<file path="src/rtl/background_sequencer_pkg.sv">
// rtl/background_sequencer_pkg.sv - shared scene types for the background renderer
package background_sequencer_pkg;

  typedef enum logic [1:0] {BG_DAY, BG_DUSK, BG_SUNSET, BG_NIGHT} bg_stage_t;

  localparam int BG_NUM_STAGES = 4;

  function automatic logic [BG_NUM_STAGES-1:0] bg_onehot(input bg_stage_t s);
    return {{(BG_NUM_STAGES-1){1'b0}}, 1'b1} << s;
  endfunction

endpackage

</file>
<file path="src/rtl/frame_dwell_counter.sv">
// rtl/frame_dwell_counter.sv - saturating frame counter with dwell/attract compare flags
module frame_dwell_counter #(
  parameter int MIN_DWELL_FRAMES = 60,
  parameter int ATTRACT_FRAMES   = 300
) (
  input  logic clock,
  input  logic reset,
  input  logic clear,
  input  logic enable,
  output logic ge_min,
  output logic ge_attract
);

  localparam int SAT = (MIN_DWELL_FRAMES > ATTRACT_FRAMES) ? MIN_DWELL_FRAMES : ATTRACT_FRAMES;
  localparam int W   = $clog2(SAT + 1);

  logic [W-1:0] count;

  always_ff @(posedge clock) begin
    if (reset || clear) begin
      count <= '0;
    end else if (enable && count != W'(SAT)) begin
      count <= count + 1'b1;
    end
  end

  // Integer compares keep a zero threshold from degenerating into an always-true unsigned test.
  always_comb begin
    ge_min     = int'(count) >= MIN_DWELL_FRAMES;
    ge_attract = int'(count) >= ATTRACT_FRAMES - 1;
  end

endmodule

</file>
<file path="src/rtl/background_sequencer.sv">
// rtl/background_sequencer.sv - picks the sky scene from score or attract timer, frame-aligned
module background_sequencer
  import background_sequencer_pkg::*;
#(
  parameter int POINTS_PER_STAGE = 3,
  parameter int MIN_DWELL_FRAMES = 60,
  parameter int ATTRACT_FRAMES   = 300
) (
  input  logic       clock,
  input  logic       reset,
  input  logic       frame_done,
  input  logic       point_scored,
  input  logic       new_game,
  input  logic       attract,
  output logic       background_1,
  output logic       background_2,
  output logic       background_3,
  output logic       background_4,
  output logic [1:0] stage,
  output logic       stage_changed
);

  localparam int PT_W = $clog2(POINTS_PER_STAGE + 1);

  bg_stage_t                  stage_q;
  bg_stage_t                  stage_nxt;
  bg_stage_t                  target;
  logic [PT_W-1:0]            pt_cnt;
  logic                       clear_pend;
  logic [BG_NUM_STAGES-1:0]   bg_q;
  logic                       stage_changed_q;
  logic                       ge_min;
  logic                       ge_attract;
  logic                       do_clear;
  logic                       do_step;
  logic                       attract_step;

  frame_dwell_counter #(
    .MIN_DWELL_FRAMES(MIN_DWELL_FRAMES),
    .ATTRACT_FRAMES  (ATTRACT_FRAMES)
  ) u_dwell (
    .clock     (clock),
    .reset     (reset),
    .clear     (do_clear | do_step),
    .enable    (frame_done),
    .ge_min    (ge_min),
    .ge_attract(ge_attract)
  );

  // Scene decisions only on frame_done, highest priority first.
  always_comb begin
    do_clear     = 1'b0;
    do_step      = 1'b0;
    attract_step = 1'b0;
    stage_nxt    = stage_q;
    if (frame_done) begin
      if (clear_pend) begin
        do_clear  = 1'b1;
        stage_nxt = BG_DAY;
      end else if (attract && ge_attract) begin
        do_step      = 1'b1;
        attract_step = 1'b1;
        stage_nxt    = bg_stage_t'(stage_q + 2'd1);
      end else if (!attract && (stage_q < target) && ge_min) begin
        do_step   = 1'b1;
        stage_nxt = bg_stage_t'(stage_q + 2'd1);
      end
    end
  end

  always_ff @(posedge clock) begin
    if (reset) begin
      stage_q         <= BG_DAY;
      bg_q            <= bg_onehot(BG_DAY);
      stage_changed_q <= 1'b0;
      target          <= BG_DAY;
      pt_cnt          <= '0;
      clear_pend      <= 1'b0;
    end else begin
      stage_q         <= stage_nxt;
      bg_q            <= bg_onehot(stage_nxt);
      stage_changed_q <= (stage_nxt != stage_q);
      if (do_clear) clear_pend <= 1'b0;
      if (attract_step) target <= stage_nxt;
      // new_game is placed last so it overrides a same-cycle clear consumption.
      if (new_game) begin
        pt_cnt     <= '0;
        target     <= BG_DAY;
        clear_pend <= 1'b1;
      end else if (point_scored && !attract) begin
        if (pt_cnt == PT_W'(POINTS_PER_STAGE - 1)) begin
          pt_cnt <= '0;
          if (target != BG_NIGHT) target <= bg_stage_t'(target + 2'd1);
        end else begin
          pt_cnt <= pt_cnt + 1'b1;
        end
      end
    end
  end

  assign background_1  = bg_q[0];
  assign background_2  = bg_q[1];
  assign background_3  = bg_q[2];
  assign background_4  = bg_q[3];
  assign stage         = stage_q;
  assign stage_changed = stage_changed_q;

endmodule

</file>
<file path="config.mk">
export PLATFORM = sky130hd
export DESIGN_NAME = background_sequencer
export DESIGN_NICKNAME = d
export VERILOG_FILES = /design/src/rtl/background_sequencer_pkg.sv /design/src/rtl/frame_dwell_counter.sv /design/src/rtl/background_sequencer.sv
export SDC_FILE = /design/constraint.sdc
export NUM_CORES = 1
export LEC_CHECK = 0
export BUFFER_PORTS_ARGS = -buffer_cell sky130_fd_sc_hd__buf_2
export CELL_PAD_IN_SITES_DETAIL_PLACEMENT = 1
export CELL_PAD_IN_SITES_GLOBAL_PLACEMENT = 2
export CORE_MARGIN = 1.5
export CORE_UTILIZATION = 31
export DETAILED_ROUTE_END_ITERATION = 10
export PLACE_DENSITY = 0.82
export SETUP_SLACK_MARGIN = 0.05
export SYNTH_ARGS = -nofsm -noshare
export SYNTH_HDL_FRONTEND = slang
export SYNTH_HIERARCHICAL = 1
export SYNTH_SLANG_ARGS = --single-unit
</file>
<file path="constraint.sdc">
create_clock -name clock -period 2.8 [get_ports clock]
set_input_delay 0.28 -clock clock [delete_from_list [all_inputs] [get_ports clock]]
set_output_delay 0.28 -clock clock [all_outputs]
set_load 0.02 [all_outputs]
</file>
==> impl_metrics.csv, run 1 <==
group,metric,value,unit
status,status,"finished, final reports clean",
cells_and_area,final_cells,201,
clock_network,cts-root-buf,"clkbuf_8",
detailed_routing,initialDrtViolationCount,33,
timing,fin_ws,0.185,ns
detailed_routing,vias,1093,
timing,clock.fmax,382,MHz
global_route,grt_max_degree,18,
timing,tightest_slew,0.503,ns
cells_and_area,area_delta_synth_final,15.3,%
timing,fin_skew,0.00291,ns
synthesis,synth.avg_cell_area,8.82,um^2
cells_and_area,drive_gt1_share,21.6,%
detailed_routing,routed_via_density,5.44,
critical_path,startpoint_type,"register",
detailed_routing,routedWlPerCell,15.0,um
timing,period_needed,2.62,ns
cells_and_area,final_util,37.8,%
cells_and_area,fillers,464,
timing,fin_crit_sh,93.4,%
clock_network,cts-buffers-inserted,3,
global_route,grt_use_total,15.8,%
synthesis,synthCells,138,
global_route,overflow,0,
placed_design,gp_congestion,0.775,
placed_design,dp_slack,0.0719,ns
floorplan,start_util,32.8,%
synthesis,yosys.area.top_type,"dfxtp_1",
critical_path,worstSetupEndpointType,"register",
pwr,leakagePower,0.547,nW
synthesis,synth_compound_area_share,19.8,%
critical_path,critPathBufInv,0,
critical_path,r2r_setup_slack,0.18,ns
synthesis,synth_top_area_share,34.5,%
global_route,grt_pass1_wl,5.31,mm
detailed_routing,wirelength,3.02,mm
critical_path,cpMaxStageDelayCell,"or4b_1",
timing,whs,0.266,ns
critical_path,cp_top_family,"simple AND/OR/NAND/NOR gates",
cells_and_area,nets,164,
synthesis,synth_top_family_by_area,"simple AND/OR/NAND/NOR gates",
synthesis,netlist_top_cells_area,"dfxtp_1 35%, mux2i_1 5.8%, nand2_1 4.3%",
synthesis,syn-num-nets,148,
critical_path,cp_data_required_time,2.98,ns
critical_path,max_stage_delay,0.54,ns
synthesis,ys.flop_type,"dfxtp_1",
synthesis,synth_xor_area_share,1.44,%
floorplan,die-area,4310,um^2
synthesis,synth_edf_count,0,
timing,slew_viol_final,0,
placed_design,dp.cells,196,
synthesis,synth_common_cells,"21 x dfxtp_1, 14 x nand2_1, 9 x a21oi_1",
placed_design,numPortBuffers,12,
critical_path,crit_chain,"ha_1 -> a211o_1 -> a2111oi_2 -> nor2_1 -> and2_1 -> o21ai_2 -> nand2_1 -> or2_1 -> or4b_1 -> o21ai_0",
synthesis,synth_cell_types,46,
synthesis,synthSimpleGateAreaFrac,30.2,%
floorplan,num_io_pins,13,
placed_design,dp_hpwl,2.34,mm
floorplan,core,3720,um^2
pwr,power_density,396,nW/um^2
clock_network,clockBufferDepth,2,
clock_network,cts.sinks,21,
global_route,antenna_found_initial,0,
detailed_routing,drc,0,
floorplan,rows,22,
timing,rsz0062_at_grt,"false",
synthesis,ys_seq_area_share,34.5,%
clock_network,cts_tree,"yes",
clock_network,clk_pin_slew,0.08,ns
synthesis,synth.cell_area,1220,um^2
timing,tns,0,ns
synthesis,synth_fa_ha_area_share,4.11,%
global_route,grt_pass1_vias,1112,
flow_run,drv_cap,0,
floorplan,die-width,65.7,um
detailed_routing,first_pass_iters,4,
synthesis,synth_async_sr_flop_share,0,%
detailed_routing,antenna_left,0,
timing,hold_viol,0,
floorplan,dieHeight,65.7,um
synthesis,synth_seq_cells,21,
timing,slew_headroom,66.3,%
timing,setup_viol_count_final,0,
synthesis,synth_most_common_cell,"dfxtp_1",
critical_path,crit_path_max_fanout,7,
clock_network,clock_latency,0.26,ns
clock_network,holdBufCountCts,0,
cells_and_area,diodes,0,
synthesis,muxShareOfSynthArea,5.76,%
synthesis,ys.warnings.count,6,
clock_network,h-tree-depth,1,
critical_path,arrival,2.79,ns
critical_path,crit_type,"register to register",
min_path,hp-class,"input pin to register",
pwr,peakVddDrop,0.162,mV
## logic make-up (layout without fill, tap and decap cells)
family,count (synthesis),count (layout)
buffers and inverters,12,27
xor gates and xnor gates,2,2
and+or+nand+nor,60,60
DFF,21,21
adders and majority gates,4,4
muxes,7,7
AOI/OAI and AO/OA,32,32
## path summary, 6_finish.rpt
| kind | startpoint | endpoint | cells past startpoint |
|---|---|---|---|
| setup / recovery | u_dwell/count[1] | u_dwell/count[3] | 10 |
| hold / removal | new_game | target[0] | 2 |
| setup reg to reg | u_dwell/count[1] | u_dwell/count[3] | 10 |
| hold reg to reg | u_dwell/count[1] | u_dwell/count[1] | 2 |
## per-layer routing
| metal | vias up | wire length (um) | GRT usage (%) |
|---|---|---|---|
| li1 | 544 | - | - |
| met1 | 540 | 1420 | 20.4 |
| met2 | 7 | 1530 | 27.0 |
| met3 | 2 | 51 | 2.05 |
| met4 | 0 | 17 | 4.69 |
| met5 | - | 0 | 0 |
## through the flow
step	area, um^2	total power [mW]
floorplan	1220	0.342
global placement	1340	0.358
finish	1400	0.556
global route	1400	0.584
CTS	1400	0.560
detailed placement	1340	0.362
## registers in the layout, indices dropped and copies added, names as in the netlist
| register | cells |
|---|---|
| bg_q | 4 |
| clear_pend | 1 |
| pt_cnt | 2 |
| stage | 2 |
| stage_changed | 1 |
| target | 2 |
| u_dwell/count | 9 |
## final cells by class
class                           instances  area [um^2]  share of cell area, %
Clock buffer                            4         45.0                   3.21
Inverter                                6         22.5                   1.60
Multi-Input combinational cell        105          757                   53.9
Sequential cell                        21          422                   30.0
Tap cell                               48         60.1                   4.28
Timing Repair Buffer                   17         97.6                   6.95
## power by group
part / internal (mW) / switching (mW)
sequential: 0.303 / 0.00535
combinational: 0.0172 / 0.0289
clock: 0.101 / 0.101
total: 0.421 / 0.135
## cells in the final DEF, fill, tap and decap left out, drive strengths merged, types with 2 or more instances in the layout
cell type  synthesis  final
or3                6      6
nor2b              2      2
nor4               3      3
nor3b              2      2
buf                4     17
ha                 4      4
nor3               8      8
o31ai              2      2
nand3              5      5
nand2b             2      2
dfxtp             21     21
nor2               3      3
and2               2      2
nand2             14     14
a21o               2      2
and4b              2      2
or4b               2      2
a2111oi            2      2
a21oi             10     10
or2                2      2
o21ai              6      6
clkbuf             2      4
a211oi             4      4
nand4              4      4
inv                6      6
mux2i              7      7
## what timing repair did
item / CTS / global route
setup endpoints to repair: 2 / 4
setup buffers: 0 / 1
gates resized for setup: 2 / 1
pin swaps: 0 / 3
hold endpoints to repair: 0 / 0
No activity file was read; power rests on OpenSTA's default activity.
==> inputs of run 2 (changes only) <==
--- a/config.mk
+++ b/config.mk
@@ -5,13 +5,15 @@
 export SDC_FILE = /design/constraint.sdc
 export NUM_CORES = 1
 export LEC_CHECK = 0
-export BUFFER_PORTS_ARGS = -buffer_cell sky130_fd_sc_hd__buf_2
+export ABC_AREA = 1
+export BUFFER_PORTS_ARGS = -buffer_cell sky130_fd_sc_hd__buf_4
 export CELL_PAD_IN_SITES_DETAIL_PLACEMENT = 1
 export CELL_PAD_IN_SITES_GLOBAL_PLACEMENT = 2
 export CORE_MARGIN = 1.5
-export CORE_UTILIZATION = 31
+export CORE_UTILIZATION = 29
 export DETAILED_ROUTE_END_ITERATION = 10
 export PLACE_DENSITY = 0.82
+export RECOVER_POWER = 50
 export SETUP_SLACK_MARGIN = 0.05
 export SYNTH_ARGS = -nofsm -noshare
 export SYNTH_HDL_FRONTEND = slang
==> run 2 against run 1 <==
Against the previous run:
- via count is 1.6% higher
- count of clock-buffer cells in the layout stayed put
- synthesized cell count is 26% higher
- register-to-register slack better by 0.59 ns
- sequential power hardly changed
- non-clock buffer count is 5 lower
- die area is 7.9% higher
- power is 0.65% higher
- largest power group unchanged
==> impl_metrics.csv, run 2 <==
group,metric,value,unit
clock_network,cts-root-buf,"clkbuf_8",
detailed_routing,antenna_left,0,
global_route,grt_pass1_vias,1149,
cells_and_area,area_delta_synth_final,12.5,%
detailed_routing,routedWlPerCell,12.6,um
timing,fin_skew,0.00909,ns
pwr,power_density,404,nW/um^2
pwr,peakVddDrop,0.214,mV
pwr,pwr-share-clk,36.6,%
global_route,antenna_found_initial,0,
critical_path,reg2reg_depth,13,
placed_design,place_area,1390,um^2
floorplan,die-width,68.2,um
floorplan,num_io_pins,13,
placed_design,numPortBuffers,12,
detailed_routing,highest_layer,"met4",
critical_path,arrival,2.24,ns
synthesis,synth_async_sr_flop_share,0,%
clock_network,holdBufCountCts,0,
timing,period_needed,2.02,ns
timing,rsz0062_at_grt,"false",
detailed_routing,first_pass_iters,4,
clock_network,clk_pin_slew,0.08,ns
pwr,p_int,0.421,mW
min_path,hold_start,"reset",
clock_network,cts_setup_buffers,0,
cells_and_area,layout.cells.most_common,"inv_1",
pwr,switchingPower,0.139,mW
timing,clock.fmax,494,MHz
cells_and_area,largest_registers,"u_dwell/count x9, bg_q x4",
timing,slew_headroom,74.8,%
floorplan,die-area,4650,um^2
synthesis,ys_seq_area_share,34.1,%
cells_and_area,multiInputGateArea,672,um^2
timing,setup_viol_count_final,0,
synthesis,synth.avg_cell_area,7.09,um^2
clock_network,cts-buffers-inserted,3,
critical_path,startpoint_type,"register",
pwr,seq_power_share,55.2,%
synthesis,syn-num-nets,184,
synthesis,synth.cell_area,1230,um^2
cells_and_area,fillers,526,
synthesis,netlist_top_cells_area,"dfxtp_1 34%, inv_1 8.8%, nor2_1 7.6%",
critical_path,worstSetupEndpointType,"register",
critical_path,crit_path_max_fanout,9,
synthesis,synth_seq_cells,21,
global_route,grt_max_degree,12,
cells_and_area,final_area,1390,um^2
cells_and_area,nets,201,
pwr,power_frac_comb,8.1,%
timing,slew_viol_final,0,
placed_design,gp_congestion,0.802,
critical_path,startpoint,"u_dwell/count[3]",
timing,tightest_slew,0.378,ns
synthesis,synth_common_cells,"29 x inv_1, 25 x nor2_1, 24 x nand2_1",
clock_network,cts_tree,"yes",
min_path,whs_path_depth,2,
synthesis,synth_cell_types,24,
detailed_routing,initialDrtViolationCount,68,
critical_path,crit_type,"register to register",
clock_network,h-tree-depth,1,
synthesis,ys.warnings.count,6,
detailed_routing,wl_met2,1.49,mm
pwr,swShare,24.8,%
placed_design,dp_hpwl,2.43,mm
flow_run,drv_cap,0,
cells_and_area,largest_reg_flops,9,
floorplan,start_util,30.4,%
pwr,leakagePower,0.599,nW
detailed_routing,vias,1111,
synthesis,synth_edf_count,0,
cells_and_area,diodes,0,
timing,tns,0,ns
cells_and_area,drive_gt1_share,15.8,%
detailed_routing,routed_via_density,4.63,
critical_path,r2r-start,"u_dwell/count[3]",
clock_network,cts.sinks,21,
clock_network,clockBufferDepth,2,
synthesis,yosys.area.top_type,"dfxtp_1",
cells_and_area,seqCellArea,420,um^2
detailed_routing,wirelength,3.02,mm
global_route,grt_use_total,15.0,%
global_route,grt_pass1_wl,5.21,mm
clock_network,clock_latency,0.27,ns
timing,hold_viol,0,
timing,fin_crit_sh,72.3,%
floorplan,core,4060,um^2
synthesis,synth_top_area_share,34.1,%
floorplan,rows,23,
min_path,hp-class,"input pin to register",
detailed_routing,drc,0,
synthesis,ys.flop_type,"dfxtp_1",
synthesis,synth_most_common_cell,"inv_1",
global_route,overflow,0,
detailed_routing,wl_met1,1.42,mm
floorplan,dieHeight,68.2,um
synthesis,synthCells,174,
cells_and_area,top_register,"u_dwell/count",
clock_network,cts_resized,0,
critical_path,cp_data_required_time,3.01,ns
cells_and_area,layout_common_cells,"29 x inv_1, 27 x nand2_1, 25 x nor2_1, 21 x dfxtp_1, 15 x nand3_1",
status,status,"finished, final reports clean",
detailed_routing,wl_met3,71,um
[run 2: cell types whose count changed after synthesis, sizes merged, moves of 6 or more]
cell / change
mux2i: -7
inv: +26
nor2: +28
or3: -6
nand2: +21
nand3: +13
[run 2: power groups by stage]
stage,combinational [mW],clock [mW],sequential [mW]
after floorplan,0.0282,0,0.315
after global placement,0.0441,0,0.316
after detailed placement,0.0474,0,0.316
after CTS,0.0477,0.216,0.310
after global routing,0.0525,0.227,0.310
final,0.0456,0.205,0.309
[run 2: final cells by class]
class / instances / area share, %
multi-input cells: 120 / 48.4
well taps: 50 / 4.51
inverters: 33 / 8.93
clock buffers: 4 / 3.25
repair buffers: 12 / 4.60
flip-flops and latches: 21 / 30.3
[run 2: cells by family (layout without fill, tap and decap cells)]
logic type	after synthesis	count (layout)	synth area share [%]
AO/OA/AOI/OAI	22	22	9.23
adder cells (fa/ha/maj)	4	4	4.06
buffers and inverters	33	49	10.0
flip-flops	21	21	34.1
AND/OR/NAND/NOR	94	94	42.6
[run 2: worst paths after layout]
kind                      endpoint  slack (ns)
setup / recovery  u_dwell/count[4]        0.78
hold / removal          clear_pend        0.24
setup reg to reg  u_dwell/count[4]        0.78
hold reg to reg          pt_cnt[1]        0.48
[run 2: layer usage]
metal | vias to the layer above | track usage [%]
li1 | 581 | -
met1 | 514 | 19.0
met2 | 11 | 25.6
met3 | 5 | 2.96
met4 | 0 | 4.50
met5 | - | 0
[run 2: metrics by stage]
step / power [mW] / hold slack [ns] / setup WS, ns / utilization (%) / std cells
final: 0.560 / 0.238 / 0.775 / 34.2 / 240
after global routing: 0.590 / 0.237 / 0.498 / 34.2 / 240
after floorplan: 0.344 / 0.352 / 1.15 / - / 174
after detailed placement: 0.364 / 0.470 / 0.859 / 34.2 / 236
after CTS: 0.573 / 0.240 / 0.835 / 35.3 / 240
after global placement: 0.360 / 0.449 / 0.894 / 34.2 / 236
[run 2: critical path, stage by stage (launching register included)]
cell,delay (ns)
dfxtp_1,0.37
nand2_2,0.15
inv_1,0.08
nor2_1,0.09
o21ai_0,0.09
inv_1,0.06
nand3_1,0.06
nand2_1,0.11
nand2_1,0.14
nand2_1,0.15
nand2_1,0.10
nor2_2,0.34
nand3_1,0.12
nor2_1,0.11
==> inputs of run 3 (changes only) <==
--- a/config.mk
+++ b/config.mk
@@ -5,14 +5,14 @@
 export SDC_FILE = /design/constraint.sdc
 export NUM_CORES = 1
 export LEC_CHECK = 0
-export ABC_AREA = 1
+export ABC_AREA = 0
 export BUFFER_PORTS_ARGS = -buffer_cell sky130_fd_sc_hd__buf_4
 export CELL_PAD_IN_SITES_DETAIL_PLACEMENT = 1
 export CELL_PAD_IN_SITES_GLOBAL_PLACEMENT = 2
 export CORE_MARGIN = 1.5
-export CORE_UTILIZATION = 29
+export CORE_UTILIZATION = 35
 export DETAILED_ROUTE_END_ITERATION = 10
-export PLACE_DENSITY = 0.82
+export PLACE_DENSITY = 0.86
 export RECOVER_POWER = 50
 export SETUP_SLACK_MARGIN = 0.05
 export SYNTH_ARGS = -nofsm -noshare
==> constraint.sdc (replaced) <==
create_clock -name clock -period 2 [get_ports clock]
set_input_delay 0.2 -clock clock [delete_from_list [all_inputs] [get_ports clock]]
set_output_delay 0.2 -clock clock [all_outputs]
set_load 0.02 [all_outputs]
==> run 3 against run 2 <==
Against the previous run:
- the flow now finishes with violations (setup timing)
- setup slack got worse by 1.2 ns
- fmax fell by 16%
- sequential cell count stayed put
- largest power group unchanged
- power up 31%
- count of clock-buffer cells in the layout decreased by 1
- register-to-register slack got worse by 1.2 ns
- global-route usage grew 4.2 points
==> impl_metrics.csv, run 3 (synthesis gave the netlist of run 1 again) <==
group,metric,value,unit
timing,hold_viol,0,
cells_and_area,layout.cells.most_common,"buf_4",
global_route,grt_use_total,19.2,%
cells_and_area,nets,180,
detailed_routing,routed_via_density,5.50,
detailed_routing,drc,0,
cells_and_area,layout_common_cells,"27 x buf_4, 19 x dfxtp_1, 13 x nand2_1, 7 x a21oi_1",
timing,tightest_slew,0.466,ns
cells_and_area,seqCellArea,425,um^2
status,violations,"setup timing",
timing,slew_headroom,68.9,%
critical_path,startpoint,"u_dwell/count[0]",
cells_and_area,top_register,"u_dwell/count",
timing,fin_skew,0.0152,ns
clock_network,cts.sinks,21,
floorplan,num_io_pins,13,
critical_path,crit_type,"register to register",
placed_design,numPortBuffers,12,
detailed_routing,initialDrtViolationCount,29,
clock_network,holdBufCountCts,0,
clock_network,clockBufferDepth,2,
cells_and_area,area_delta_synth_final,32.4,%
floorplan,core,3340,um^2
timing,period_needed,2.42,ns
timing,clock.fmax,413,MHz
clock_network,clk_pin_slew,0.13,ns
floorplan,die-area,3840,um^2
status,status,"complete, but fails checks",
critical_path,crit_path_max_fanout,2,
critical_path,worstSetupEndpointType,"register",
global_route,overflow,0,
clock_network,cts_tree,"yes",
pwr,leakagePower,0.631,nW
cells_and_area,largest_reg_flops,9,
timing,tns,-1.84,ns
clock_network,cts-buffers-inserted,3,
critical_path,r2r_setup_slack,-0.42,ns
cells_and_area,fillers,414,
cells_and_area,diodes,0,
timing,rsz0062_at_grt,"true",
min_path,hold_start,"new_game",
pwr,power_density,454,nW/um^2
detailed_routing,first_pass_iters,4,
cells_and_area,largest_registers,"u_dwell/count x9, bg_q x4",
global_route,grt_pass1_vias,1180,
detailed_routing,vias,1183,
clock_network,cts-root-buf,"clkbuf_4",
global_route,antenna_found_initial,0,
critical_path,startpoint_type,"register",
timing,slew_viol_final,0,
global_route,grt_max_degree,18,
critical_path,cp_data_required_time,2.24,ns
floorplan,rows,21,
timing,fin_ws,-0.424,ns
flow_run,drv_cap,0,
placed_design,gp_congestion,0.844,
critical_path,r2r-start,"u_dwell/count[0]",
min_path,hp-class,"input pin to register",
timing,whs,0.0746,ns
timing,setup_viol_count_final,12,
timing,fin_crit_sh,121,%
floorplan,dieHeight,62.0,um
cells_and_area,final_area,1610,um^2
clock_network,h-tree-depth,1,
detailed_routing,antenna_left,0,
detailed_routing,routedWlPerCell,16.1,um
cells_and_area,drive_gt1_share,34.3,%
pwr,peakVddDrop,0.176,mV
placed_design,dp_hpwl,2.61,mm
critical_path,arrival,2.66,ns
placed_design,place_area,1490,um^2
detailed_routing,wirelength,3.46,mm
cells_and_area,multiInputGateArea,831,um^2
clock_network,clock_latency,0.32,ns
global_route,grt_pass1_wl,5.38,mm
floorplan,die-width,62.0,um
floorplan,start_util,36.5,%
-- run 3: layer usage --
| metal | track usage, % | vias to the layer above | share of wire, % |
|---|---|---|---|
| li1 | - | 572 | - |
| met2 | 32.0 | 11 | 50 |
| met3 | 3.31 | 5 | 2.0 |
| met1 | 25.2 | 595 | 47 |
| met4 | 6.08 | 0 | 1.2 |
| met5 | 0 | - | 0 |
-- run 3: what timing repair did --
action	4_1_cts	5_1_grt
buffers inserted	2	3
setup endpoints to repair	13	18
pin swaps	5	5
resized for setup	6	10
-- run 3: critical path, stage by stage, from the launching register on --
cell       delay (ns)
dfxtp_4          0.37
ha_4             0.15
a211o_1          0.26
a2111oi_4        0.30
nor2_1           0.11
and2_4           0.16
o21ai_2          0.13
nand2_1          0.09
or2_1            0.22
or4b_1           0.47
o21ai_1          0.10
-- run 3: worst paths after layout --
path,to,cells after the start
setup / recovery,u_dwell/count[3],10
setup reg to reg,u_dwell/count[3],10
hold / removal,target[1],2
hold reg to reg,pt_cnt[0],2
-- run 3: final cells by class --
class                      instances  share of cell area [%]
inverter                           6                    1.40
clock inverter                     1                   0.311
timing repair buffer              33                    15.4
clock buffer                       3                    1.40
tap                               46                    3.57
multi-input combinational        105                    51.6
sequential                        21                    26.4
-- run 3: power by group --
group	internal (mW)	total [mW]	switching (mW)
logic	0.0381	0.0869	0.0488
registers	0.425	0.433	0.00789
clock network	0.0748	0.211	0.137
total	0.538	0.731	0.193
-- run 3: metrics by stage --
stage | cells | worst slack [ns] | power [mW] | utilization (%)
after floorplan | 138 | -0.493 | 0.481 | -
after global placement | 206 | -0.342 | 0.515 | 44.5
after detailed placement | 206 | -0.430 | 0.521 | 44.5
after CTS | 212 | -0.446 | 0.736 | 46.4
after global routing | 215 | -0.527 | 0.762 | 48.3
final | 215 | -0.424 | 0.731 | 48.3
